<file path="src/rtl/hazard_scoreboard.sv">
// Operand-hazard unit beside decode: tracks in-flight writers for DEPTH stages,
// selects the youngest forwarding source per operand, requests load-use stalls and watches stall length.
module hazard_scoreboard #(
    parameter int REG_ADDR_W         = 3,
    parameter int N_SRC              = 2,
    parameter int DEPTH              = 3,
    parameter int LOAD_READY         = 2,
    parameter int ZERO_REG_HARDWIRED = 0,
    parameter int CNT_W              = 16,
    parameter int MAX_STALL          = 8,
    parameter int SEL_W              = (DEPTH > 1) ? $clog2(DEPTH) : 1
) (
    input  logic                        clk,
    input  logic                        reset_n,
    input  logic                        id_valid,
    input  logic [N_SRC*REG_ADDR_W-1:0] id_src_addr,
    input  logic [N_SRC-1:0]            id_src_used,
    input  logic [REG_ADDR_W-1:0]       id_dst_addr,
    input  logic                        id_dst_we,
    input  logic                        id_is_load,
    input  logic                        pipe_en,
    input  logic                        flush,
    input  logic                        stall_clr,
    output logic                        issue,
    output logic                        stall,
    output logic [N_SRC-1:0]            fwd_hit,
    output logic [N_SRC*SEL_W-1:0]      fwd_stage,
    output logic [DEPTH-1:0]            stage_valid,
    output logic [CNT_W-1:0]            stall_count,
    output logic                        wd_err
);

    localparam int RUN_W = $clog2(MAX_STALL + 1);

    typedef enum logic {RUN, STALLED} state_t;

    state_t                  state;
    logic [RUN_W-1:0]        run_cnt;
    logic [DEPTH-1:0]        s_valid;
    logic [DEPTH-1:0]        s_we;
    logic [DEPTH-1:0]        s_ld;
    logic [REG_ADDR_W-1:0]   s_dst [DEPTH];
    logic [REG_ADDR_W-1:0]   src;
    logic                    hazard;
    logic                    adv;

    // Scan stages oldest-last so the first match found is the youngest producer.
    always_comb begin
        hazard    = 1'b0;
        fwd_hit   = '0;
        fwd_stage = '0;
        src       = '0;
        for (int unsigned i = 0; i < N_SRC; i++) begin
            src = id_src_addr[i*REG_ADDR_W +: REG_ADDR_W];
            for (int unsigned k = 0; k < DEPTH; k++) begin
                if (!fwd_hit[i] && id_src_used[i] && s_valid[k] && s_we[k] &&
                    (s_dst[k] == src) && !((ZERO_REG_HARDWIRED != 0) && (src == '0))) begin
                    fwd_hit[i]                   = 1'b1;
                    fwd_stage[i*SEL_W +: SEL_W]  = SEL_W'(k);
                    if (s_ld[k] && (int'(k) < LOAD_READY))
                        hazard = 1'b1;
                end
            end
        end
    end

    assign stall       = id_valid & hazard & ~flush;
    assign issue       = id_valid & ~stall & ~flush & pipe_en;
    assign adv         = pipe_en | flush;
    assign stage_valid = s_valid;

    always_ff @(posedge clk or negedge reset_n) begin
        if (!reset_n) begin
            s_valid <= '0;
            s_we    <= '0;
            s_ld    <= '0;
            for (int unsigned k = 0; k < DEPTH; k++)
                s_dst[k] <= '0;
        end else if (adv) begin
            for (int unsigned k = 1; k < DEPTH; k++) begin
                s_valid[k] <= s_valid[k-1];
                s_we[k]    <= s_we[k-1];
                s_ld[k]    <= s_ld[k-1];
                s_dst[k]   <= s_dst[k-1];
            end
            s_valid[0] <= issue;
            s_we[0]    <= id_dst_we;
            s_ld[0]    <= id_is_load;
            s_dst[0]   <= id_dst_addr;
        end
    end

    // wd_err fires on the edge where run_cnt reaches MAX_STALL, i.e. the MAX_STALL-th consecutive stall.
    always_ff @(posedge clk or negedge reset_n) begin
        if (!reset_n) begin
            state       <= RUN;
            run_cnt     <= '0;
            wd_err      <= 1'b0;
            stall_count <= '0;
        end else begin
            if (stall) begin
                state <= STALLED;
                if (run_cnt != RUN_W'(MAX_STALL))
                    run_cnt <= run_cnt + 1'b1;
            end else begin
                state <= RUN;
                if (state == STALLED)
                    run_cnt <= '0;
            end

            if (stall_clr)
                wd_err <= 1'b0;
            else if (stall && (run_cnt >= RUN_W'(MAX_STALL - 1)))
                wd_err <= 1'b1;

            if (stall_clr)
                stall_count <= '0;
            else if (stall && (stall_count != '1))
                stall_count <= stall_count + 1'b1;
        end
    end

endmodule
</file>
<file path="config.mk">
export PLATFORM = sky130hd
export DESIGN_NAME = hazard_scoreboard
export DESIGN_NICKNAME = d
export VERILOG_FILES = /design/src/rtl/hazard_scoreboard.sv
export SDC_FILE = /design/constraint.sdc
export NUM_CORES = 1
export LEC_CHECK = 0
export BUFFER_PORTS_ARGS = -buffer_cell sky130_fd_sc_hd__buf_4
export CELL_PAD_IN_SITES_DETAIL_PLACEMENT = 1
export CELL_PAD_IN_SITES_GLOBAL_PLACEMENT = 2
export CORE_MARGIN = 2
export CORE_UTILIZATION = 34
export CTS_BUF_LIST = sky130_fd_sc_hd__clkbuf_16
export DETAILED_ROUTE_END_ITERATION = 7
export PLACE_DENSITY = 0.78
export SLEW_MARGIN = 30
export SYNTH_ARGS = -nofsm -noshare
export SYNTH_HDL_FRONTEND = slang
export SYNTH_SLANG_ARGS = --single-unit
</file>
<file path="constraint.sdc">
create_clock -name clk -period 3.19 [get_ports clk]
set_input_delay 0 -clock clk [delete_from_list [all_inputs] [get_ports clk]]
set_output_delay 0 -clock clk [all_outputs]
set_load 0.1 [all_outputs]
</file>
-- Yosys cells after proc, flatten, opt, wreduce, memory -nomap -nowiden
Index checks and enable logic that the tools add are counted.
Widths: inputs -> output; s select.
- register bits after elaboration: 39
- input port bits: 19
- equality and inequality tests: 9
- reductions and logical operators: 32
- $add $sub $neg: 2
- order comparisons: 1
- bitwise logic cells: 8
- muxes and demuxes: 26
- operator list (kind ; count):
    $mux 16 ; 2
    $logic_and 1x1->1 ; 24
    $mux 1 ; 19
    $eq 3x3->1 ; 6
    $add 16x1->16 const B ; 1
    $ne 16x16->1 const B ; 1
    $mux 4 ; 3
    $reduce_bool 2->1 ; 3
    $and 1x1->1 ; 5
    $add 4x1->4 const B ; 1
    $ge 4x3->1 const B ; 1
    $logic_not 1->1 ; 4
    $mux 2 ; 2
    $ne 4x4->1 const B ; 1
    $ne 2x1->1 const B ; 1
    $not 1->1 ; 2
    $reduce_and 2->1 ; 1
    $or 1x1->1 ; 1

-- Logic depth before layout (Yosys ltp)
- depth after elaboration: 20
- depth in mapped cells: 8

-- Worst setup path after synthesis
No wires, ideal clock.
- path type: register -> output
- start point: register s_valid[2], in the netlist stage_valid[2]
- end point: output port fwd_stage[1]
- setup slack: -0.519 ns
- cell stages (with the launch flop): 4
- arrival: 3.709 ns
- required time: 3.190 ns
- buffers on the path: 0
- cells stage by stage: dfrtp_1 > nand3_1 > or4_1 > nor3b_1
- word-level cells in the longest chain between the ends: 4
- ends and longest elaborated chain (what ; RTL line ; text):
    from (decl) ; 39 ; logic [DEPTH-1:0] s_valid;
    from (signal, indexed assignment) ; 81 ; s_valid[k] <= s_valid[k-1];
    $logic_and 1x1->1 (3 in a row) ; 56 ; if (!fwd_hit[i] && id_src_used[i] && s_valid[k] && s_we[k] &&
    $mux 2 ; 56 ;
    to (decl) ; 27 ; output logic [N_SRC*SEL_W-1:0] fwd_stage,
No other way between the ends.

-- Worst setup path in the final report
- start point: register s_dst[7] (netlist bit)
- end point: register s_valid[0], in the netlist stage_valid[0]
- word-level cells in the longest chain between the ends: 19
- ends and longest elaborated chain (what ; RTL line ; text):
    from (decl) ; 42 ; logic [REG_ADDR_W-1:0] s_dst [DEPTH];
    from (signal, indexed assignment) ; 84 ; s_dst[k] <= s_dst[k-1];
    $eq 3x3->1 ; 57 ; (s_dst[k] == src) && !((ZERO_REG_HARDWIRED != 0) && (src == '0))) begin
    $logic_and 1x1->1 ; 56 ;
    $mux 1 ; 56 ;
    $logic_not 1->1 ; 56 ;
    $logic_and 1x1->1 (4 in a row) ; 56 ;
    $mux 1 ; 56 ;
    $mux 1 ; 60 ; if (s_ld[k] && (int'(k) < LOAD_READY))
    $mux 1 ; 56 ;
    $mux 1 ; 60 ;
    $mux 1 (*) ; 56 ;
    $and 1x1->1 (*) (2 in a row) ; 67 ; assign stall = id_valid & hazard & ~flush;
    $not 1->1 (*) ; 68 ; assign issue = id_valid & ~stall & ~flush & pipe_en;
    $and 1x1->1 (*) (3 in a row) ; 68 ;
    to (signal, indexed assignment) ; 81 ;
    to (signal assigned) ; 86 ; s_valid[0] <= issue;
Every way passes the cells marked *; elsewhere a longest branch is shown, timed or not.
A chain may end at the register's enable or synchronous reset.

==> out/metrics.yaml <==
synth_edf_count: 0
grt_pass1_wl_microns: 9350
viasPerCell: 5.33
nFillCells: 715
fin_setup_tns_ns: 0
drc_errors: 0
final_cell_mix: "buf_4 (49), dfrtp_1 (39), xor2_1 (18)"
hold_path.class: "in -> reg"
finalHoldViolations: 0
path_cells: "xor2_1 > nor4_1 > o22a_1 > o21a_4 > nand3_1 > a21oi_1 > dlygate4sd3_1"
synth_ff_type: "dfrtp_1"
core_sq_um: 6240
cts_buffers: 5
startpoint_type: "flop"
muxShareOfSynthArea_pct: 10.4
rsz0062_at_grt: "false"
syn-cell-area_sq_um: 2160
ctsResizeCount: 0
status: "complete, no violations"
die_h_microns: 83.7
fin_cells: 341
cts_buffer_depth: 2
place_congestion: 0.842
cts.sinks: 39
yosys_warnings: 0
dr.pass1.iters: 4
skew_ns: 0.00364
setup_viol: 0
leakagePower_uw: 0.00127
cp_slowest_stage_delay_ns: 0.73
tightest_slew_ns: 0.837
grt_overflow: 0
drt-wirelength-per-cell_microns: 16.4
cts_root_buf: "clkbuf_16"
final_common_cell: "buf_4"
dp_hpwl_microns: 3930
antenna_cells: 0
drtIter0Drc: 59
synth_cell_types: 39
synth_top_family_by_area: "simple AND/OR/NAND/NOR gates"
crit_required_ns: 3.41
synthTopCellsByArea: "dfrtp_1 (45%), mux2_2 (8.9%), xor2_1 (7.3%)"
clk_pin_slew_ns: 0.06
grt_use_total_pct: 16.6
grt_pass1_vias: 1847
crit_family: "compound AO/OA/AOI/OAI gates"
p_per_area_nw_per_um2: 479
syn-num-nets: 229
synthXorXnorAreaFrac_pct: 7.70
place_inst: 325
synth_top_area_share_pct: 45.1
worst_setup_path_end_kind: "flop"
synth_top_area_cell: "dfrtp_1"
max_freq_mhz: 340
yosys_register_bits: 39
synthArstFlopShare_pct: 100
final_nets: 285
yosys.area_share.simple_pct: 19.3
io_pins: 47
worst-path-buf-inv: 1
dieArea_sq_um: 7010
drv_slew: 0
dieWidth_microns: 83.7
htree_levels: 2
syn_inst: 207
ys_seq_area_share_pct: 45.1
reg2reg_slack_ns: 0.25
synth_compound_gate_area_share_pct: 12.8
holdBufCountCts: 8
cts_setup_buffers: 0
grt_max_degree: 40
start_util_pct: 34.6
critPathKind: "reg -> reg"
clk_latency_ns: 0.28
layout-drive-gt1-share_pct: 29.9
timing.final.crit_period_ns: 2.94
port_buffers: 46
drv_cap: 0
cts_tree: "yes"
timing.final.crit_share_pct: 92.3
synthAdderAreaFrac_pct: 1.74
avgSynthCellArea_sq_um: 10.4
arrival_ns: 3.16
slowest_stage: "nor4_1"
vias: 1819
maxSlewHeadroom_pct: 43.7
num_rows: 29
drt-total-wl_microns: 5600
vdd_ir_drop_max_mv: 0.248
drtAntennaViolNets: 0
antenna_found_initial: 0
path_max_fanout: 32
syn_to_final_growth_pct: 32.6
worst register-to-register path: stages, from the launching register on:
cell and delay (ns):
dfrtp_1 0.43, xor2_1 0.18, nor4_1 0.73, o22a_1 0.36, o21a_4 0.34, nand3_1 0.13, a21oi_1 0.16, dlygate4sd3_1 0.56
flip-flops by register name, indices dropped and copies added, names as in the netlist:
name         count
s_ld             2
run_cnt          4
stall_count     16
wd_err           1
s_we             3
s_dst            9
state            1
stage_valid      3
logic make-up after synthesis:
kind of cell	count (synthesis)
DFF	39
adders and majority gates	3
buffers and inverters	14
and+or+nand+nor	70
AOI/OAI and AO/OA	42
muxes	20
xor gates and xnor gates	19
final cells by class:
type,count,area (sq um),area share (%)
flip-flops and latches,39,976,34.0
well taps,77,96.3,3.36
clock buffers,5,125,4.36
clock inverters,3,63.8,2.23
multi-input cells,154,1140,39.6
repair buffers,57,448,15.6
inverters,6,22.5,0.785
cells in the mapped netlist (3+ instances only):
library cell	count
or4_1	13
and3_1	5
xor2_1	18
inv_1	6
o21ai_0	5
nand2_1	10
ha_1	3
nor2_1	7
mux2_2	17
nand3_1	12
o31ai_1	12
nor4_1	3
a21oi_1	16
dfrtp_1	39
nand4_1	3
clkbuf_1	4
nor2b_1	5
final timing paths:
path,startpoint,endpoint,depth (start not counted)
worst max-delay path,s_dst[7]$_DFFE_PN0P_,stage_valid[0]$_DFFE_PN0P_,7
worst min-delay path,stall_clr,stall_count[12]$_DFFE_PN0P_,2
worst max register to register,s_dst[7]$_DFFE_PN0P_,stage_valid[0]$_DFFE_PN0P_,7
worst min register to register,wd_err$_DFFE_PN0P_,wd_err$_DFFE_PN0P_,2
max in group asynchronous,reset_n,s_dst[5]$_DFFE_PN0P_,2
min in group asynchronous,reset_n,s_dst[3]$_DFFE_PN0P_,2
per-stage QoR:
step	utilization (%)	total power, uW	area [sq um]	worst slack, ns	hold slack [ns]
after detailed placement	41.6	727	2600	0.559	0.0236
after global placement	41.6	724	2600	0.647	0.0226
final	46.0	1370	2870	0.246	0.0463
after floorplan	-	661	2170	-0.0512	-0.296
after global routing	46.0	1430	2870	0.0322	0.0499
after CTS	46.0	1390	2870	0.259	0.0382
routing by layer:
| metal | wire length, microns | global-route usage [%] | vias up | share of wire (%) |
|---|---|---|---|---|
| met5 | 0 | 0 | - | 0 |
| met1 | 2750 | 22.9 | 906 | 49 |
| met3 | 165 | 3.56 | 6 | 2.9 |
| met2 | 2600 | 26.0 | 28 | 46 |
| li1 | - | - | 879 | - |
| met4 | 83 | 5.28 | 0 | 1.5 |
power by group:
part	internal, uW	switching [uW]
clock	445	201
sequential	523	34.0
combinational	72.4	96.3
(Power assumes the default switching activity.)
